<file path="src/rtl/word_packer.sv">
// Packs WORDS narrow valid-ready words into one zero-padded wide block; out_valid rises the cycle after the closing word.
// Backpressure: in_ready is low for the whole HOLD state, so a stalled consumer stalls the producer with no loss.
module word_packer #(
  parameter int IN_W  = 32,
  parameter int WORDS = 16,
  parameter int CNT_W = $clog2(WORDS + 1)
) (
  input  logic                  clk,
  input  logic                  rst,
  input  logic                  en,
  input  logic                  sync_rst,
  input  logic [IN_W-1:0]       in_data,
  input  logic                  in_last,
  input  logic                  in_valid,
  output logic                  in_ready,
  output logic [IN_W*WORDS-1:0] out_data,
  output logic                  out_last,
  output logic [CNT_W-1:0]      out_count,
  output logic                  out_valid,
  input  logic                  out_ready
);

  localparam int IDX_W = $clog2(WORDS);

  localparam logic [0:0] FILL = 1'b0;
  localparam logic [0:0] HOLD = 1'b1;

  logic [0:0]                  state;
  logic [CNT_W-1:0]            cnt;
  logic [WORDS-1:0][IN_W-1:0]  blk;
  logic                        in_shake;
  logic                        out_shake;
  logic                        closing;

  // Handshake qualifiers depend only on state and the enables, never on valid/ready.
  assign in_ready  = en & ~sync_rst & ~rst & (state == FILL);
  assign out_valid = en & (state == HOLD);
  assign in_shake  = in_valid & in_ready;
  assign out_shake = out_valid & out_ready;
  assign closing   = in_last | (cnt == CNT_W'(WORDS - 1));
  assign out_data  = blk;

  always_ff @(posedge clk or posedge rst) begin
    if (rst) begin
      state     <= FILL;
      cnt       <= '0;
      blk       <= '0;
      out_last  <= 1'b0;
      out_count <= '0;
    end else if (sync_rst) begin
      state     <= FILL;
      cnt       <= '0;
      blk       <= '0;
      out_last  <= 1'b0;
      out_count <= '0;
    end else if (en) begin
      if (state == FILL) begin
        if (in_shake) begin
          blk[cnt[IDX_W-1:0]] <= in_data;
          if (closing) begin
            state     <= HOLD;
            out_count <= cnt + CNT_W'(1);
            out_last  <= in_last;
            cnt       <= '0;
          end else begin
            cnt <= cnt + CNT_W'(1);
          end
        end
      end else if (out_shake) begin
        // Clearing here gives the zero padding for the next short block.
        state     <= FILL;
        blk       <= '0;
        out_last  <= 1'b0;
        out_count <= '0;
      end
    end
  end

endmodule

</file>
<file path="config.mk">
export PLATFORM = sky130hd
export DESIGN_NAME = word_packer
export DESIGN_NICKNAME = d
export VERILOG_FILES = /design/src/rtl/word_packer.sv
export SDC_FILE = /design/constraint.sdc
export NUM_CORES = 1
export LEC_CHECK = 0
export ABC_CLOCK_PERIOD_IN_PS = 29200
export BUFFER_PORTS_ARGS = -buffer_cell sky130_fd_sc_hd__buf_4
export CAP_MARGIN = 20
export CORE_AREA = 2 2 220 222
export DETAILED_ROUTE_END_ITERATION = 6
export DIE_AREA = 0 0 222 224
export PLACE_DENSITY = 0.66
export SLEW_MARGIN = 5
export SYNTH_ARGS = -nofsm -noshare
export SYNTH_HDL_FRONTEND = slang
export SYNTH_SLANG_ARGS = --single-unit
</file>
<file path="constraint.sdc">
create_clock -name clk -period 29.2 [get_ports clk]
set_clock_uncertainty 0.2 [all_clocks]
set_input_delay 8.76 -clock clk [delete_from_list [all_inputs] [get_ports clk]]
set_output_delay 8.76 -clock clk [all_outputs]
set_load 0.02 [all_outputs]
</file>
==> results.md <==
* P&R area growth vs syn at 29.5%
* Logic depth of the worst path, buffers included at 4
* Hold WC Path Type: flip-flop to flip-flop
* Post-CTS Hold Buffers at 0
* Max Freq at 54.1 MHz
* Critical path peak fanout at 10
* Synthesized area at 20,900 µm²
* Pleak at 14.3 nW
* Most frequent cells in the layout: buf_4, dfrtp_1, nand2_1
* Post-synth EDFFs at 0
* Number of global-route vias before repair at around 16,000
* WS Path Type: input pin to output port
* Synthesis Warnings at 0
* Die W at 222 µm
* Drc violations at 0
* CP top delay family: simple AND/OR/NAND/NOR gates
* Root Driver: clkbuf_16
* Largest net degree at the start of global routing at roughly 180
* Crit-path slowest cell: nor2_2
* Core area at 47,300 µm²
* Initial Util at 44.1%
* Sw frac at between 20% and 30%
* Slew Limit Fails at 0
* Worst reg-to-reg path cell count at 6
* Postcts setup bufs at 0
* Total Routed Length at 71.3 mm
* Synthesized flop and latch total at 524
* Net count of the finished layout at between 2,000 and 2,500
* Post-Place Setup Slack at 10.73 ns
* Part of the cycle the worst path needs at 63.3%
* Sequential power share at about half
* # port buffers at 558
* CTS sink cnt at 524
* Cells after Synth at 1,580
* Worst skew pair latency at between 0.5 and 0.6 ns
* Sequence of cells on the critical path: buf_4 > nor2_2 > and2_1 > buf_4
* Crit end category: output port
* Logic pwr share at 4.7%
* Outcome: completed
* DR vias at 15,735
* Yosys cell types at 35
* Post-CTS Resized at 0
* Final min period at roughly 18 ns
* Crit path buf inv count at 2
* First-pass GRT wire length at 105 mm
* Clock slew at reported path FFs at 0.06 ns
* CP Data Arrival Time at 9.53 ns
* Most used cell, CP: buf_4
* Initial antenna violation count at 3
* GRT Overall Usage at 28.0%
* Total global routing overflow at 0
* Commonest non-fill, non-tap cell in the layout: buf_4
* DP HPWL at 47.3 mm
* Synthesized area per cell at 13.2 µm²
* Req. time, crit path at 20.24 ns
* Max Cap Viol at 0
* Share of layout cells above drive strength 1 at roughly a third
* Hold Path Depth at 1
* Iter 0 DRT Violations at 1,394
* Ys async rst share at 100%
* Clock share of power at roughly 46%
* Largest stage delay, worst path at 0.27 ns
* Crit path launch type: input pin
* Site Rows at 80
* I/O pins at 559
* Synth Net Count at 1,624
* Register area share after synthesis at 62.8%
* Total CTS buffers at 54
* WL/cell at 26.4 µm
* Final worst slack at 10.71 ns
* Clock Path Buffers at 3
* Synth Flop Type: dfrtp_1
* Hold Fails Final Rpt at 0
* Via/cell ratio at 5.83
* Overall die height at 224 µm
* Diode count at 0
* R2R Setup Slk at between 20 and 30 ns
* Int Pwr at ~0.0011 W
* Power, Total at 0.00149 W
* Peak VDD IR at roughly 0.065 mV
* Die ar. at ~50,000 µm²
* Routability congestion estimate at ~0.83
* CTS H-tree lvls at 2
* Cell Pwr Density at 55.0 nW/µm²
* DRT antenna net count at 0
* P_sw at 0.000341 W
* Slew headroom at between 20% and 30%
* Unrepaired setup endpoints after global routing: false
* Worst-margin pin slew at 1.18 ns
* Drt pass-1 iters at 5
* Sum Neg Setup Slack at 0 ns
* CTS tree: built
* # setup viols final at 0
[power groups by stage]
| stage | Combinational [W] | Sequential (W) | Clock, W |
|---|---|---|---|
| after floorplan | 0.0000375 | 0.000745 | 0 |
| after global placement | 0.0000684 | 0.000742 | 0 |
| after detailed placement | 0.0000696 | 0.000742 | 0 |
| after CTS | 0.0000697 | 0.000729 | 0.000700 |
| after global routing | 0.0000752 | 0.000729 | 0.000725 |
| final | 0.0000698 | 0.000729 | 0.000687 |
[kinds of logic after synthesis]
family | after synthesis | share of synthesized area (%)
fa+ha+maj | 5 | 0.300
compound gates | 279 | 13.2
flops | 524 | 62.8
simple gates | 336 | 6.91
xor+xnor | 2 | 0.0839
buf+inv | 178 | 4.43
mux | 256 | 12.3
[metal layers]
metal	part of all wire [%]	GRT usage [%]	vias up	wire length (µm)
met5	0	0	-	0
met4	3.5	10.1	0	2490
met3	10	9.76	121	7320
met2	45	42.4	721	31900
met1	41	37.4	8192	29600
li1	-	-	6701	-
[flip-flops by register name, indices dropped and copies added (netlist names)]
name,count
cnt,5
out_count,5
out_data,512
out_last,1
state,1
[cell usage after synthesis, types with 2 or more instances]
master / n / area (µm²)
nor2_2: 2 / 12.5
dfrtp_1: 524 / 13100
inv_1: 5 / 18.8
buf_1: 33 / 124
a22o_1: 21 / 184
nand3_1: 5 / 25.0
a31oi_1: 2 / 12.5
ha_1: 5 / 62.6
a21oi_1: 5 / 25.0
buf_2: 65 / 325
clkbuf_1: 47 / 176
and3_1: 14 / 87.6
and2_1: 4 / 25.0
nor2b_1: 3 / 18.8
buf_6: 20 / 225
nor2_1: 3 / 11.3
xor2_1: 2 / 17.5
nand3_4: 6 / 105
buf_4: 7 / 52.6
nand2_1: 292 / 1100
mux2i_1: 256 / 2560
a32o_1: 240 / 2400
a31oi_2: 7 / 87.6
[metrics by stage]
step	area (µm²)	hold WS (ns)	cells	utilization, %
after CTS	27000	0.295	2695	57.0
after floorplan	20900	0.297	1580	-
after global placement	25200	0.276	2599	53.3
final	27000	0.290	2697	57.1
after detailed placement	25200	0.280	2600	53.3
after global routing	27000	0.302	2697	57.1
[path summary, 6_finish.rpt]
check,startpoint,end
max,sync_rst,in_ready
min,out_data[56],out_data[56]
max reg2reg,state,out_data[157]
min reg2reg,out_data[56],out_data[56]
max in group asynchronous,rst,out_data[357]
min in group asynchronous,rst,out_data[38]
[cell type report]
| cell class | instances | area [µm²] |
|---|---|---|
| clock buffer | 82 | 1610 |
| clock inverter | 13 | 140 |
| fill | 3957 | 20300 |
| inverter | 6 | 30.0 |
| multi-input combinational | 878 | 6950 |
| sequential | 524 | 13100 |
| tap | 615 | 769 |
| timing repair buffer | 579 | 4420 |
[worst reg2reg max path: cells and delay by family (launching register included)]
kind            cells  cell delay (ns)
simple gates        1             0.20
mux                 1             0.19
compound gates      1             0.16
buf+inv             3             2.44
flops               1             0.48
Power figures use the tool's default switching activity.
